## src/rtl/ysyx_24100029_bp_pkg.sv

```systemverilog
// Shared definitions for the branch prediction unit: direction-counter
// encodings and the BTB entry layout.
package ysyx_24100029_bp_pkg;

  // 2-bit saturating direction counter states
  localparam logic [1:0] CTR_SNT   = 2'b00;  // strongly not taken
  localparam logic [1:0] CTR_WNT   = 2'b01;  // weakly not taken
  localparam logic [1:0] CTR_WT    = 2'b10;  // weakly taken
  localparam logic [1:0] CTR_ST    = 2'b11;  // strongly taken

  localparam logic [1:0] CTR_RESET = CTR_WNT;
  localparam logic [1:0] CTR_ALLOC = CTR_WT;

  // Tag field is sized for the smallest legal BTB (2 entries, pc[31:3]
  // padded to pc[31:2] width). Larger BTBs store their tag zero-extended,
  // so the entry layout stays independent of BTB_ENTRIES.
  localparam int TAG_MAX_W = 30;

  typedef struct packed {
    logic                 valid;
    logic [TAG_MAX_W-1:0] tag;
    logic [31:0]          target;
    logic [1:0]           ctr;
  } btb_entry_t;

endpackage

```

## src/rtl/ysyx_24100029_bpu_sat_ctr2.sv

```systemverilog
// Combinational next state of a 2-bit saturating direction counter.
module ysyx_24100029_sat_ctr2
  import ysyx_24100029_bp_pkg::*;
(
  input  logic [1:0] ctr,
  input  logic       taken,
  output logic [1:0] ctr_next
);

  // Step one state toward the resolved direction, holding at either end
  always_comb begin
    ctr_next = ctr;
    case (ctr)
      CTR_SNT: ctr_next = taken ? CTR_WNT : CTR_SNT;
      CTR_WNT: ctr_next = taken ? CTR_WT  : CTR_SNT;
      CTR_WT:  ctr_next = taken ? CTR_ST  : CTR_WNT;
      CTR_ST:  ctr_next = taken ? CTR_ST  : CTR_WT;
      default: ctr_next = CTR_RESET;
    endcase
  end

endmodule

```

## src/rtl/ysyx_24100029_bpu.sv

```systemverilog
// Branch prediction unit: direct-mapped BTB with a 2-bit direction counter
// per entry. Lookup is combinational off ifu_pc; training from the resolved
// branch stream lands on the next clock edge (no same-cycle bypass).
module ysyx_24100029_bpu
  import ysyx_24100029_bp_pkg::*;
#(
  parameter int BTB_ENTRIES = 16
) (
  input  logic        clock,
  input  logic        reset,
  input  logic [31:0] ifu_pc,
  output logic        pred_taken,
  output logic [31:0] pred_pc,
  input  logic        br_valid,
  input  logic        br_is_taken,
  input  logic [31:0] br_pc,
  input  logic [31:0] br_npc,
  input  logic        bp_clr,
  output logic [31:0] upd_cnt,
  output logic [31:0] alloc_cnt
);

  localparam int IDX_W = $clog2(BTB_ENTRIES);
  localparam int TAG_W = 30 - IDX_W;

  btb_entry_t           r_btb [BTB_ENTRIES];
  logic [31:0]          r_upd_cnt;
  logic [31:0]          r_alloc_cnt;

  // Lookup side
  logic [IDX_W-1:0]     w_lidx;
  logic [TAG_W-1:0]     w_ltag;
  logic [TAG_MAX_W-1:0] w_ltag_ext;
  logic                 w_lhit;
  logic                 w_pred_taken;

  // Update side
  logic [IDX_W-1:0]     w_uidx;
  logic [TAG_W-1:0]     w_utag;
  logic [TAG_MAX_W-1:0] w_utag_ext;
  logic                 w_uhit;
  logic                 w_upd_en;
  logic                 w_alloc_en;
  logic [1:0]           w_ctr_next;

  // Byte offset of the resolved PC never selects an entry
  logic [1:0]           w_unused_br_pc_lsb;

  assign w_unused_br_pc_lsb = br_pc[1:0];

  assign w_lidx     = ifu_pc[2+IDX_W-1:2];
  assign w_ltag     = ifu_pc[31:2+IDX_W];
  assign w_ltag_ext = {{IDX_W{1'b0}}, w_ltag};

  assign w_uidx     = br_pc[2+IDX_W-1:2];
  assign w_utag     = br_pc[31:2+IDX_W];
  assign w_utag_ext = {{IDX_W{1'b0}}, w_utag};

  // A flush in the same cycle swallows the resolved branch entirely
  assign w_upd_en   = br_valid & ~bp_clr;
  assign w_alloc_en = w_upd_en & ~w_uhit & br_is_taken;

  // Lookup: hit and direction from the currently stored entry
  always_comb begin
    w_lhit       = r_btb[w_lidx].valid && (r_btb[w_lidx].tag == w_ltag_ext);
    w_pred_taken = w_lhit && r_btb[w_lidx].ctr[1];
    pred_taken   = w_pred_taken;
    if (w_pred_taken) begin
      pred_pc = r_btb[w_lidx].target;
    end else begin
      pred_pc = ifu_pc + 32'd4;
    end
  end

  // Update-side hit test against the entry selected by the resolved PC
  always_comb begin
    w_uhit = r_btb[w_uidx].valid && (r_btb[w_uidx].tag == w_utag_ext);
  end

  ysyx_24100029_sat_ctr2 u_sat_ctr2 (
    .ctr      (r_btb[w_uidx].ctr),
    .taken    (br_is_taken),
    .ctr_next (w_ctr_next)
  );

  // BTB storage: flush, train on hit, allocate on taken miss
  always_ff @(posedge clock or posedge reset) begin
    if (reset) begin
      for (int i = 0; i < BTB_ENTRIES; i++) begin
        r_btb[i].valid  <= 1'b0;
        r_btb[i].tag    <= {TAG_MAX_W{1'b0}};
        r_btb[i].target <= 32'h0000_0000;
        r_btb[i].ctr    <= CTR_RESET;
      end
    end else if (bp_clr) begin
      // Only validity is dropped; counters and targets are left as they were
      for (int i = 0; i < BTB_ENTRIES; i++) begin
        r_btb[i].valid <= 1'b0;
      end
    end else if (br_valid) begin
      if (w_uhit) begin
        r_btb[w_uidx].ctr <= w_ctr_next;
        if (br_is_taken) begin
          r_btb[w_uidx].target <= br_npc;
        end
      end else if (br_is_taken) begin
        // Taken miss evicts whatever occupies the slot
        r_btb[w_uidx].valid  <= 1'b1;
        r_btb[w_uidx].tag    <= w_utag_ext;
        r_btb[w_uidx].target <= br_npc;
        r_btb[w_uidx].ctr    <= CTR_ALLOC;
      end
    end
  end

  // Statistics counters; free-running and wrapping
  always_ff @(posedge clock or posedge reset) begin
    if (reset) begin
      r_upd_cnt   <= 32'h0000_0000;
      r_alloc_cnt <= 32'h0000_0000;
    end else begin
      if (w_upd_en) begin
        r_upd_cnt <= r_upd_cnt + 32'd1;
      end
      if (w_alloc_en) begin
        r_alloc_cnt <= r_alloc_cnt + 32'd1;
      end
    end
  end

  assign upd_cnt   = r_upd_cnt;
  assign alloc_cnt = r_alloc_cnt;

endmodule

```

## config.mk

```make
export PLATFORM = sky130hd
export DESIGN_NAME = ysyx_24100029_bpu
export DESIGN_NICKNAME = d
export VERILOG_FILES = /design/src/rtl/ysyx_24100029_bp_pkg.sv /design/src/rtl/ysyx_24100029_bpu_sat_ctr2.sv /design/src/rtl/ysyx_24100029_bpu.sv
export SDC_FILE = /design/constraint.sdc
export NUM_CORES = 2
export LEC_CHECK = 0
export ABC_AREA = 1
export ABC_CLOCK_PERIOD_IN_PS = 42400
export CORE_ASPECT_RATIO = 1.2
export CORE_MARGIN = 2
export CORE_UTILIZATION = 54
export DETAILED_ROUTE_END_ITERATION = 10
export GPL_ROUTABILITY_DRIVEN = 0
export PLACE_DENSITY = 0.75
export SETUP_SLACK_MARGIN = 0.05
export SYNTH_ARGS = -nofsm -noshare
export SYNTH_HDL_FRONTEND = slang
export SYNTH_SLANG_ARGS = --single-unit
```

## constraint.sdc

```tcl
create_clock -name clock -period 42.4 [get_ports clock]
set_input_delay 6.36 -clock clock [delete_from_list [all_inputs] [get_ports clock]]
set_output_delay 6.36 -clock clock [all_outputs]
set_load 0.01 [all_outputs]
```

==> run summary <==
Outcome: finished clean
Core area: 0.09837 mm²
CP delay by family, top: simple AND/OR/NAND/NOR gates
Crit path DAT: 12.09 ns
Final antenna-violating net count: 0
Syn nets: 7,307
Clk_skew: 0.04217 ns
Mean Syn Cell Area: 7.430 µm²
Max-capacitance violation count: 0
Type of origin of the critical path: input port
Clk_lat worst skew: 0.71 ns
LEAKAGE: 0.02792 µW
Fraction of layout cells with a size suffix above 1: 4.584%
Synth area leaders: dfrtp_1 (48%), nand2_1 (15%), o21ai_0 (12%)
Vias in the first global route: 47.72k
Layout overhead on the synthesized area: 10.71%
R2R cell count: 16
Dpl cells: 8,218
Gr ovfl total: 0
Vias: 50.68k
Top-area cell type share of the netlist area: 47.88%
H-Tree Depth: 3
Final Power: 2599 µW
Largest net degree at the start of global routing: 189
Async set or reset register ratio after synthesis: 100.0%
Crit Path Max Fanout: 32
Sw frac: 29.50%
Nature of the critical path endpoint: output port
Final WL: 178,000 µm
Syn Inst Count: 7,203
Maximum clock rate: 0.05420 GHz
Worst Hold Path Cells: 2
Yosys reg bits: 1,040
Drt pass-1 iters: 8
Starting Density: 54.40%
Reg power frac: 47.0%
Crit path cell chain: buf_4 -> buf_4 -> nand2_1 -> clkinv_2 -> buf_4 -> nand2_1 -> nor3_1 -> nand2_1 -> nor2_1 -> nand2_1 -> nor3_1 -> nand2_1 -> nor3_1 -> nand4_1 -> xor2_1 -> nor2_1 -> nor2_1 -> clkdlybuf4s50_1
Combinational share of power: 16.5%
Worst-path clk slew: 0.07 ns
Worst vdd ir: 0.00003612 V
Power per cell area: 43.86 mW/mm²
Post-Place Setup Slack: 24.20 ns
Starting DRC count in detailed routing: 6,474
First-pass GRT wire length: 274,700 µm
Post-CTS setup buffers: 0
Hold crit path type: register to register
Initial antenna violation count: 14
TritonCTS clock tree: built
CP Depth: 18
Clock power share: 36.5%
Num CTS Buffers: 105
Finished Layout Cells: 8,420
CP most frequent cell: nand2_1
Worst Max-Slew Pin Slew: 1.173 ns
Synth area leader: dfrtp_1
Slew margin rel.: 21.75%
Final worst-path setup slack: 23.95 ns
Multi-input gate area: 0.02386 mm²
Port Buffers: 195
EDFF count, synth: 0
HPWL Detailed: 101,100 µm
Setup violations, final: 0
DR vias/cell: 6.018
Final setup TNS: 0 ns
Reg area: 0.02605 mm²
Worst-case clock buffer depth: 3
Post-synthesis cell area: 0.05352 mm²
Clock sink count: 1,040
Synth Warn #: 0
DR WL/cell: 21.14 µm
Hold_buf cts: 0
Cell variety after synth: 41
Final Hold Viols: 0
Max incr delay on CP: 0.63 ns
CP Buf/Inv Count: 5
Top_reg_cell synth: dfrtp_1
Seq/Total Area, Yosys: 48.66%
Die area: 0.1017 mm²
CTS-repair resized insts: 0
Critical-path cell with the highest stage delay: buf_4
Final #Nets: 7,149
Psw: 766.8 µW
Commonest non-fill, non-tap cell in the layout: nand2_1
Fillers: 8,907
Chip Width: 291.4 µm
IO Pins: 198
WP data required: 36.04 ns
Commonest non-fill, non-tap cells in the layout: nand2_1 (2,152), o21ai_0 (1,241), dfrtp_1 (1,024)
# DRC: 0
Core Rows: 126
WHS: 0.4721 ns
Fin crit period: 18.45 ns
Slew Viols, Final: 0
RSZ-0062 raised after global routing: no
DIE HEIGHT: 348.9 µm
Fin crit share: 43.51%
Root Buffer: clkbuf_16
Int Pwr: 1832 µW
Crit Path Category: input port to output port
Total Routing Usage GR: 34.63%
-- state kept, by name, indices dropped and copies added (netlist names) --
register	cells
r_btb	976
upd_cnt	32
alloc_cnt	32
-- logic make-up (layout without fill, tap and decap cells) --
group	count (synthesis)	in the layout	share of synthesized area, %
compound gates	1968	1968	19.48
other cells	0	6	0
xor+xnor	89	89	1.456
fa+ha+maj	3	3	0.07014
flops	1040	1040	48.66
buf+inv	965	896	7.081
simple gates	3138	3138	23.25
-- cell usage after synthesis, types with 3 or more instances --
master and instances:
nor2_2 11, nand3_1 199, inv_2 8, o22ai_1 66, clkinv_1 13, a32o_1 14, clkbuf_1 386, nand3b_1 3
xor2_1 72, nand2_2 5, nor4_1 11, and3_1 3, nand4_1 100, o221ai_1 32, o21ai_1 194, buf_4 12
a22oi_1 16, dfrtp_1 1024, xnor2_1 17, or2_2 3, buf_1 51, and2_1 3, a221oi_1 8, buf_2 92
dfstp_2 16, a21oi_1 312, ha_1 3, a21o_1 5, nand2_1 2167, nor3_1 34, o211a_1 8, inv_1 402
o211ai_1 71, o21ai_0 1241, nor2_1 595
-- tightest hold or removal path, delay by kind of cell (launching register included) --
kind	cells	cell delay (ns)
flip-flops	1	0.37
AND/OR/NAND/NOR	2	0.10
-- final timing paths --
check,start,to,slack (ns)
worst max-delay path,ifu_pc[4],pred_pc[30],23.95
worst min register to register,r_btb[650],r_btb[650],0.47
worst min-delay path,r_btb[650],r_btb[650],0.47
max in group asynchronous,reset,r_btb[118],32.43
min in group asynchronous,reset,r_btb[477],6.17
worst max register to register,r_btb[449],r_btb[196],38.27
-- power groups by stage --
stage	Sequential (µW)	Clock, µW	Combinational (µW)
2_1_floorplan	1220	0	301
3_3_place_gp	1230	0	409
3_5_place_dp	1230	0	422
4_1_cts	1220	957	425
5_1_grt	1240	998	487
6_report	1220	948	430
-- final cells by class --
cell class | count | area share (%)
diodes | 6 | 0.02534
clock inverters | 28 | 0.5237
repair buffers | 277 | 4.466
flip-flops and latches | 1040 | 43.95
multi-input cells | 5198 | 40.27
clock buffers | 168 | 5.344
inverters | 423 | 2.718
well taps | 1280 | 2.703
-- stage by stage --
stage / utilization [%] / cell area, µm²
global route: 60.22 / 59240
finish: 60.23 / 59250
detailed placement: 56.68 / 55760
floorplan: - / 53520
CTS: 60.22 / 59240
global placement: 56.68 / 55760
-- metal layers --
| layer | vias to the layer above | share of wire [%] | global-route usage, % |
|---|---|---|---|
| li1 | 23300 | - | - |
| met1 | 23890 | 38 | 45.31 |
| met2 | 2848 | 44 | 53.52 |
| met3 | 614 | 11 | 7.485 |
| met4 | 18 | 6.0 | 19.76 |
| met5 | - | 0.063 | 0 |
No activity file was read; power rests on OpenSTA's default activity.
